## src/rtl/regfile_wb_sched_if.sv

```systemverilog
// Write-back scheduler bus.
// Groups the request side (wb_valid/wb_ready plus the two destination/value
// pairs) with the register-file write port and the status outputs.
//   slave  : the scheduler (consumes requests, drives the rf write port)
//   master : the write-back stage / environment
interface regfile_wb_sched_if #(
  parameter int DW   = 64,
  parameter int NREG = 15
);
  logic            wb_valid;
  logic            wb_ready;
  logic [3:0]      dstE;
  logic [DW-1:0]   valE;
  logic [3:0]      dstM;
  logic [DW-1:0]   valM;
  logic            rf_we;
  logic [3:0]      rf_waddr;
  logic [DW-1:0]   rf_wdata;
  logic [NREG-1:0] pend_mask;
  logic            wb_done;
  logic [15:0]     wr_count;

  modport slave (
    input  wb_valid, dstE, valE, dstM, valM,
    output wb_ready, rf_we, rf_waddr, rf_wdata, pend_mask, wb_done, wr_count
  );

  modport master (
    output wb_valid, dstE, valE, dstM, valM,
    input  wb_ready, rf_we, rf_waddr, rf_wdata, pend_mask, wb_done, wr_count
  );
endinterface

```

## src/rtl/regfile_wb_sched.sv

```systemverilog
// Write-back scheduler: serialises the (dstE,valE)/(dstM,valM) pair of one
// write-back request onto a single register-file write port.
//   clk, rst_n : clock, asynchronous active-low reset
//   bus        : regfile_wb_sched_if.slave
//     wb_valid/wb_ready        request handshake (ready only when idle)
//     dstE/valE, dstM/valM     the two candidate writes
//     rf_we/rf_waddr/rf_wdata  register-file write port
//     pend_mask                accepted-but-not-yet-written registers
//     wb_done                  pulse when the request is retired
//     wr_count                 saturating count of issued writes
module regfile_wb_sched #(
  parameter int         DW    = 64,
  parameter int         NREG  = 15,
  parameter logic [3:0] RNONE = 4'hF
) (
  input  logic               clk,
  input  logic               rst_n,
  regfile_wb_sched_if.slave  bus
);

  typedef enum logic [1:0] {IDLE, WR_E, WR_M} state_t;

  state_t          state, state_nxt;
  logic            accept;
  logic            e_wr, m_wr;
  logic            m_wr_q;
  logic [3:0]      dstm_q;
  logic [DW-1:0]   valm_q;
  logic            nop_done_q;
  logic            rf_we;
  logic [3:0]      waddr_q;
  logic [DW-1:0]   wdata_q;
  logic [NREG-1:0] pend_q, pend_nxt;
  logic [15:0]     cnt_q;

  // Out-of-range IDs behave exactly like RNONE.
  function automatic logic dst_ok(input logic [3:0] d);
    return (d != RNONE) && (int'(d) < NREG);
  endfunction

  assign accept = bus.wb_valid && (state == IDLE);
  // dstE == dstM: only the M write is issued so the memory value wins.
  assign e_wr   = dst_ok(bus.dstE) && (bus.dstE != bus.dstM);
  assign m_wr   = dst_ok(bus.dstM);

  always_ff @(posedge clk or negedge rst_n) begin
    if (!rst_n) state <= IDLE;
    else        state <= state_nxt;
  end

  always_comb begin
    state_nxt = state;
    case (state)
      IDLE: if (accept) state_nxt = e_wr ? WR_E : (m_wr ? WR_M : IDLE);
      WR_E: state_nxt = m_wr_q ? WR_M : IDLE;
      WR_M: state_nxt = IDLE;
      default: state_nxt = IDLE;
    endcase
  end

  assign rf_we = (state != IDLE);

  // A request with no valid destination still retires, one cycle after accept.
  assign bus.wb_done  = (state == WR_M) || ((state == WR_E) && !m_wr_q) || nop_done_q;
  assign bus.wb_ready = (state == IDLE);
  assign bus.rf_we    = rf_we;
  assign bus.rf_waddr = waddr_q;
  assign bus.rf_wdata = wdata_q;
  assign bus.pend_mask = pend_q;
  assign bus.wr_count = cnt_q;

  always_comb begin
    pend_nxt = pend_q;
    for (int i = 0; i < NREG; i++) begin
      if (rf_we && (waddr_q == 4'(i)))         pend_nxt[i] = 1'b0;
      if (accept && e_wr && (bus.dstE == 4'(i))) pend_nxt[i] = 1'b1;
      if (accept && m_wr && (bus.dstM == 4'(i))) pend_nxt[i] = 1'b1;
    end
  end

  // Write address/data are loaded on the edge entering each write state and
  // otherwise hold, so the port keeps its last value while idle.
  always_ff @(posedge clk or negedge rst_n) begin
    if (!rst_n) begin
      m_wr_q     <= 1'b0;
      dstm_q     <= '0;
      valm_q     <= '0;
      nop_done_q <= 1'b0;
      waddr_q    <= '0;
      wdata_q    <= '0;
      pend_q     <= '0;
      cnt_q      <= '0;
    end else begin
      nop_done_q <= accept && !e_wr && !m_wr;
      pend_q     <= pend_nxt;
      if (rf_we && (cnt_q != 16'hFFFF)) cnt_q <= cnt_q + 16'd1;
      if (accept) begin
        m_wr_q <= m_wr;
        dstm_q <= bus.dstM;
        valm_q <= bus.valM;
        if (e_wr) begin
          waddr_q <= bus.dstE;
          wdata_q <= bus.valE;
        end else if (m_wr) begin
          waddr_q <= bus.dstM;
          wdata_q <= bus.valM;
        end
      end else if ((state == WR_E) && m_wr_q) begin
        waddr_q <= dstm_q;
        wdata_q <= valm_q;
      end
    end
  end

endmodule

```

## src/flat_wrapper.sv

```systemverilog
// flat-port wrapper written by rule: the top's interface ports become plain ports
module regfile_wb_sched_flat 
#(
  parameter int         DW    = 64,
  parameter int         NREG  = 15,
  parameter logic [3:0] RNONE = 4'hF
)
  (clk, rst_n, bus_wb_valid, bus_dstE, bus_valE, bus_dstM, bus_valM, bus_wb_ready, bus_rf_we, bus_rf_waddr, bus_rf_wdata, bus_pend_mask, bus_wb_done, bus_wr_count);
  regfile_wb_sched_if #(.DW(DW), .NREG(NREG)) bus_i ();
  input  logic clk;
  input  logic rst_n;
  input wire logic [$bits(bus_i.wb_valid)-1:0] bus_wb_valid;
  input wire logic [$bits(bus_i.dstE)-1:0] bus_dstE;
  input wire logic [$bits(bus_i.valE)-1:0] bus_valE;
  input wire logic [$bits(bus_i.dstM)-1:0] bus_dstM;
  input wire logic [$bits(bus_i.valM)-1:0] bus_valM;
  output wire logic [$bits(bus_i.wb_ready)-1:0] bus_wb_ready;
  output wire logic [$bits(bus_i.rf_we)-1:0] bus_rf_we;
  output wire logic [$bits(bus_i.rf_waddr)-1:0] bus_rf_waddr;
  output wire logic [$bits(bus_i.rf_wdata)-1:0] bus_rf_wdata;
  output wire logic [$bits(bus_i.pend_mask)-1:0] bus_pend_mask;
  output wire logic [$bits(bus_i.wb_done)-1:0] bus_wb_done;
  output wire logic [$bits(bus_i.wr_count)-1:0] bus_wr_count;
  assign bus_i.wb_valid = bus_wb_valid;
  assign bus_i.dstE = bus_dstE;
  assign bus_i.valE = bus_valE;
  assign bus_i.dstM = bus_dstM;
  assign bus_i.valM = bus_valM;
  assign bus_wb_ready = bus_i.wb_ready;
  assign bus_rf_we = bus_i.rf_we;
  assign bus_rf_waddr = bus_i.rf_waddr;
  assign bus_rf_wdata = bus_i.rf_wdata;
  assign bus_pend_mask = bus_i.pend_mask;
  assign bus_wb_done = bus_i.wb_done;
  assign bus_wr_count = bus_i.wr_count;
  regfile_wb_sched #(.DW(DW), .NREG(NREG), .RNONE(RNONE)) u_core (.clk(clk), .rst_n(rst_n), .bus(bus_i));
endmodule
```

## config.mk

```make
export PLATFORM = sky130hd
export DESIGN_NAME = regfile_wb_sched_flat
export DESIGN_NICKNAME = d
export VERILOG_FILES = /design/src/rtl/regfile_wb_sched_if.sv /design/src/rtl/regfile_wb_sched.sv /design/src/flat_wrapper.sv
export SDC_FILE = /design/constraint.sdc
export NUM_CORES = 1
export LEC_CHECK = 0
export ABC_AREA = 1
export CAP_MARGIN = 5
export CORE_UTILIZATION = 41
export DETAILED_ROUTE_END_ITERATION = 12
export PLACE_DENSITY = 0.7
export SLEW_MARGIN = 20
export SYNTH_ARGS = -nofsm -noshare
export SYNTH_HDL_FRONTEND = slang
export SYNTH_SLANG_ARGS = --single-unit
```

## constraint.sdc

```tcl
create_clock -name clk -period 2 [get_ports clk]
set_clock_uncertainty 0.15 [all_clocks]
set_input_delay 0.3 -clock clk [delete_from_list [all_inputs] [get_ports clk]]
set_output_delay 0.3 -clock clk [all_outputs]
set_load 0.05 [all_outputs]
```

# After elaboration in Yosys (flattened, before gate mapping)
# Cells that the tools add are included.
# op_classes
n_reduce_logical	83
bitwise_logic	0
n_addsub	1
n_div	0
multipliers	0
eq_ne	50
n_lt_le_gt_ge	2
shift	0
mux	58
# op_table
cell	n
64-bit two-way mux	4
4-bit == test, second input constant	21
1-bit logical AND	56
4-bit by 3-bit == test with 1-bit output, second input constant	12
1-bit two-way mux	45
3-bit nonzero test	15
4-bit by 2-bit == test with 1-bit output, second input constant	6
16-bit by 1-bit adder with 16-bit output, second input constant	1
4-bit two-way mux	4
16-bit inequality test, second input constant	1
4-bit by 1-bit == test with 1-bit output, second input constant	3
4-bit logical NOT	3
4-bit < comparator, second input constant	2
2-bit two-way mux	4
4-bit inequality test, second input constant	2
4-bit inequality test	1
2-bit one-hot mux with 2 select lines	1
2-bit nonzero test	2
1-bit logical NOT	3
3-bit inequality test, second input constant	1
2-bit by 1-bit == test with 1-bit output, second input constant	1
2-bit == test, second input constant	1
2-bit logical NOT	1
1-bit logical OR	2
other kinds (2)	2
# word_totals
output_inout_bits	102
ram_bits	0
elab_cells	217
mem_count	0
latchBits	0
ff_bits	171
mem_bits_ro	0

# Logic depth before layout (Yosys ltp)
# logic_depth
depth_word	7
depth_mapped	13

# Worst setup path before layout
# No wires, ideal clock.
# synth_path
kind	flip-flop to flip-flop
start	register u_core.cnt_q[0], in the netlist u_core.bus.wr_count[0]
end	register u_core.cnt_q[9], in the netlist u_core.bus.wr_count[9]
path_stages_with_launch	10
arrival_time_ns	1.872
setup_slack_ns	-0.142
t_required_ns	1.730
period_less_slack_ns	2.142
n_path_buf	1
cell_sequence	dfrtp_1 -> ha_1 -> nand3_1 -> inv_1 -> nand4_1 -> nand2_1 -> inv_1 -> clkbuf_1 -> nand3_1 -> nand2_1
# synth_between
elab_chain_cells	2
# synth_rtl
element	line_no	rtl
start, declared	regfile_wb_sched.sv:34	logic [15:0] cnt_q;
start signal, assigned	regfile_wb_sched.sv:96	if (rf_we && (cnt_q != 16'hFFFF)) cnt_q <= cnt_q + 16'd1;
branches (longest 2 deep; another with 16-bit by 1-bit adder with 16-bit output)	--	
# Parallel ways; which one is timed is not known.
# A chain may end at the register's enable or synchronous reset.

# Worst setup path in the final report
# layout_path
start	register u_core.state[1]
end	output bus_rf_we
# layout_between
elab_chain_cells	1
# layout_rtl
element	line_no	rtl
start, declared	regfile_wb_sched.sv:23	state_t state, state_nxt;
start signal, assigned	regfile_wb_sched.sv:48	else state <= state_nxt;
2-bit nonzero test	regfile_wb_sched.sv:61	assign rf_we = (state != IDLE);
end, declared	flat_wrapper.sv:18	output wire logic [$bits(bus_i.rf_we)-1:0] bus_rf_we;
# Every way passes these cells.

==> impl_metrics.yaml <==
cells_and_area:
  nets: 1595
  finish.cell_count_without_fillers: 1744
  post_route_cells_drive_above_1_share_pct: 11.51
  area_growth_pct: 43.38
  finish.utilization_pct: 59.86
  nFillCells: 1934
  multi_input_area_um2: 3780
  seqCellArea_um2: 4283
global_routing:
  grt_first_pass_wirelength_um: 43950
  grt_usage_pct: 25.41
  first_global_vias: 8665
  globalRouteOverflowTotal: 0
  grt_antenna_before_repair: 1
  maximum_number_of_pins_on_one_net_before_global_route_repair: 59
routing:
  initialDrtViolationCount: 537
  avgViaCountPerCell: 5.201
  dr_total_vias: 9070
  drtPass1Iterations: 5
  ant_nets: 0
  avgRoutedWirePerCell_um: 15.65
  routed_wirelength_um: 27300
  drc: 0
critical_path:
  cp.buffers_inverters: 3
  timing.setup.critical_path_class: "flop to output port"
  critical-path-slowest-cell: "sky130_fd_sc_hd__dfrtp_1"
  worst_path_largest_cell_delay_ns: 0.44
  critical_path.startpoint_type: "flop"
  critical-path-top-cell-by-count: "sky130_fd_sc_hd__buf_4"
  cp_top_family: "flip-flops"
  critical_path_required_ns: 1.55
  cp-end-kind: "output port"
  arrival_ns: 1.42
  crit_chain: "nor2_4 > inv_6 > buf_4 > buf_4"
  regToRegSetupSlack_ns: 0.15
  crit_path_max_fanout: 6
placed_design:
  gp_routability_congestion: 0.9267
  hpwlAfterDp_um: 19310
  port_buffer_count: 240
  dp.cells: 1710
synth:
  synth_area_leader_cell: "sky130_fd_sc_hd__dfrtp_1"
  synth_nets: 1324
  synth.cells.most_frequent: "sky130_fd_sc_hd__nand2_1 (372), sky130_fd_sc_hd__dfrtp_1 (171), sky130_fd_sc_hd__nand3_1 (166)"
  dominantRegCellSynth: "sky130_fd_sc_hd__dfrtp_1"
  netlist.area_leader.share_pct: 48.76
  synth_area_um2: 8776
  async_reset_ff_share_pct: 100.0
  synth.avg_cell_area_um2: 7.412
  count_of_flip_flops_with_a_built_in_enable_after_synthesis: 0
  yosys_warnings: 0
  ys_types: 27
  postSynthRegisterBits: 171
  postSynthCellCount: 1184
  synthTopCellsByArea: "sky130_fd_sc_hd__dfrtp_1 (49%), sky130_fd_sc_hd__nand2_1 (16%), sky130_fd_sc_hd__nand3_1 (9.5%)"
  most_instantiated_library_cell_after_synthesis: "sky130_fd_sc_hd__nand2_1"
  seq_area_frac_synth_pct: 48.76
sta:
  layout_min_cycle_time_ns: 1.866
  layout_worst_path_cycle_share_pct: 93.32
  total_setup_violations_reported_at_the_end_of_the_flow: 0
  slew_headroom_pct: 63.93
  hold_viol_final: 0
  timing.final.max_slew_violations: 0
  maxClockFrequency_mhz: 535.8
  pin_slew_with_the_least_headroom_to_its_limit_ns: 0.5431
  grt_setup_unrepaired: "false"
  timing.setup.tns_ns: 0
floorplan:
  placeableCoreArea_um2: 21020
  io_pins: 241
  placement_rows: 53
  die_width_um: 148.3
  starting_density_of_the_core_pct: 41.75
  die_area_um2: 21990
  vertical_die_dimension_um: 148.3
pwr:
  power.ir.vdd_worst_mv: 0.8609
  static_leakage_power_nw: 6.343
  report.power.total_mw: 17.62
  power.density_nw_per_um2: 1401
clock_network:
  cts.root.buffer_cell: "sky130_fd_sc_hd__clkbuf_16"
  cts.htree.levels: 4
  clock_sink_count: 171
  max-clock-path-buffers: 2
  tritoncts_buffers: 17
  tritoncts: "yes"
  clk_transition_reported_paths_ns: 0.07
  worst_skew_pair.late_latency_ns: 0.43
flow_run:
  maxCapViolCount: 0
run_status:
  outcome: "finished, final reports clean"
hold_path:
  worst_hold_path_type: "primary input to async pin"
[metrics by stage]
stage	setup slack, ns	cell area, µm²	hold WS, ns
6_report	0.1336	12580	0.1878
5_1_grt	0.003763	12580	0.2168
4_1_cts	0.1131	12570	0.1955
3_5_place_dp	-0.3108	12070	0.08319
3_3_place_gp	-0.2881	12070	0.08220
2_1_floorplan	-0.04800	8843	-0.1456
[cell usage in the layout (no fill, tap or decap), drive strengths merged, types with 4 or more instances in the layout]
cell,count
nor3,12
nand4,67
nand3,166
clkdlybuf4s50,134
xnor2,9
nand2,375
buf,114
dlygate4sd2,74
clkinvlp,5
xor2,4
clkbuf,18
dfrtp,171
o21ai,83
inv,117
o31ai,5
nor2,104
[report_power, final]
part | total (mW) | switching [mW] | internal, mW
Clock | 3.32 | 1.55 | 1.77
Sequential | 5.58 | 0.782 | 4.80
Combinational | 8.72 | 6.05 | 2.67
[per-layer routing]
layer / track usage (%) / up-vias / routed length [µm]
met3: 5.920 / 41 / 2056
met1: 33.68 / 4281 / 11910
met2: 41.10 / 377 / 12750
met4: 7.990 / 0 / 579
met5: 0 / - / 0
li1: - / 4371 / -
[cells by family (layout without fill, tap and decap cells)]
group,after synthesis,count (layout),share of synthesized area [%]
xor gates and xnor gates,13,13,1.297
and+or+nand+nor,725,725,35.89
other,0,1,0
DFF,171,171,48.76
AOI/OAI and AO/OA,91,91,5.375
buffers and inverters,183,467,8.540
adders and majority gates,1,1,0.1425
[final timing paths]
| path | start | end | depth (start not counted) |
|---|---|---|---|
| min in group clk | bus_dstE[0] | u_core.bus.rf_waddr[0] | 5 |
| worst max-delay path | u_core.state[1] | bus_rf_we | 4 |
| worst max register to register | u_core.state[1] | u_core.bus.pend_mask[0] | 9 |
| max in group asynchronous | rst_n | u_core.valm_q[42] | 3 |
| worst min-delay path | rst_n | u_core.bus.rf_wdata[29] | 2 |
| worst min register to register | u_core.valm_q[1] | u_core.valm_q[1] | 2 |
[repair_timing]
action	CTS	global route
hold buffers	1	0
endpoints found under the setup margin	74	7
endpoints found under the hold margin	86	0
gates resized for setup	74	4
buffers inserted	0	0
[layout make-up]
type | count | share of cell area (%)
antenna | 1 | 0.01989
clock buffer | 18 | 3.411
clock inverter | 14 | 1.193
inverter | 109 | 3.331
multi-input combinational | 830 | 30.04
sequential | 171 | 34.04
tap | 275 | 2.734
timing repair buffer | 326 | 25.24
[flip-flops by register name, indices dropped and copies added (netlist names)]
signal and cells:
u_core.bus.rf_wdata 64, u_core.valm_q 64, u_core.bus.wr_count 16, u_core.bus.pend_mask 15
u_core.bus.rf_waddr 4, u_core.dstm_q 4, u_core.state 2, u_core.m_wr_q 1
u_core.nop_done_q 1
No activity file was read; power rests on OpenSTA's default activity.
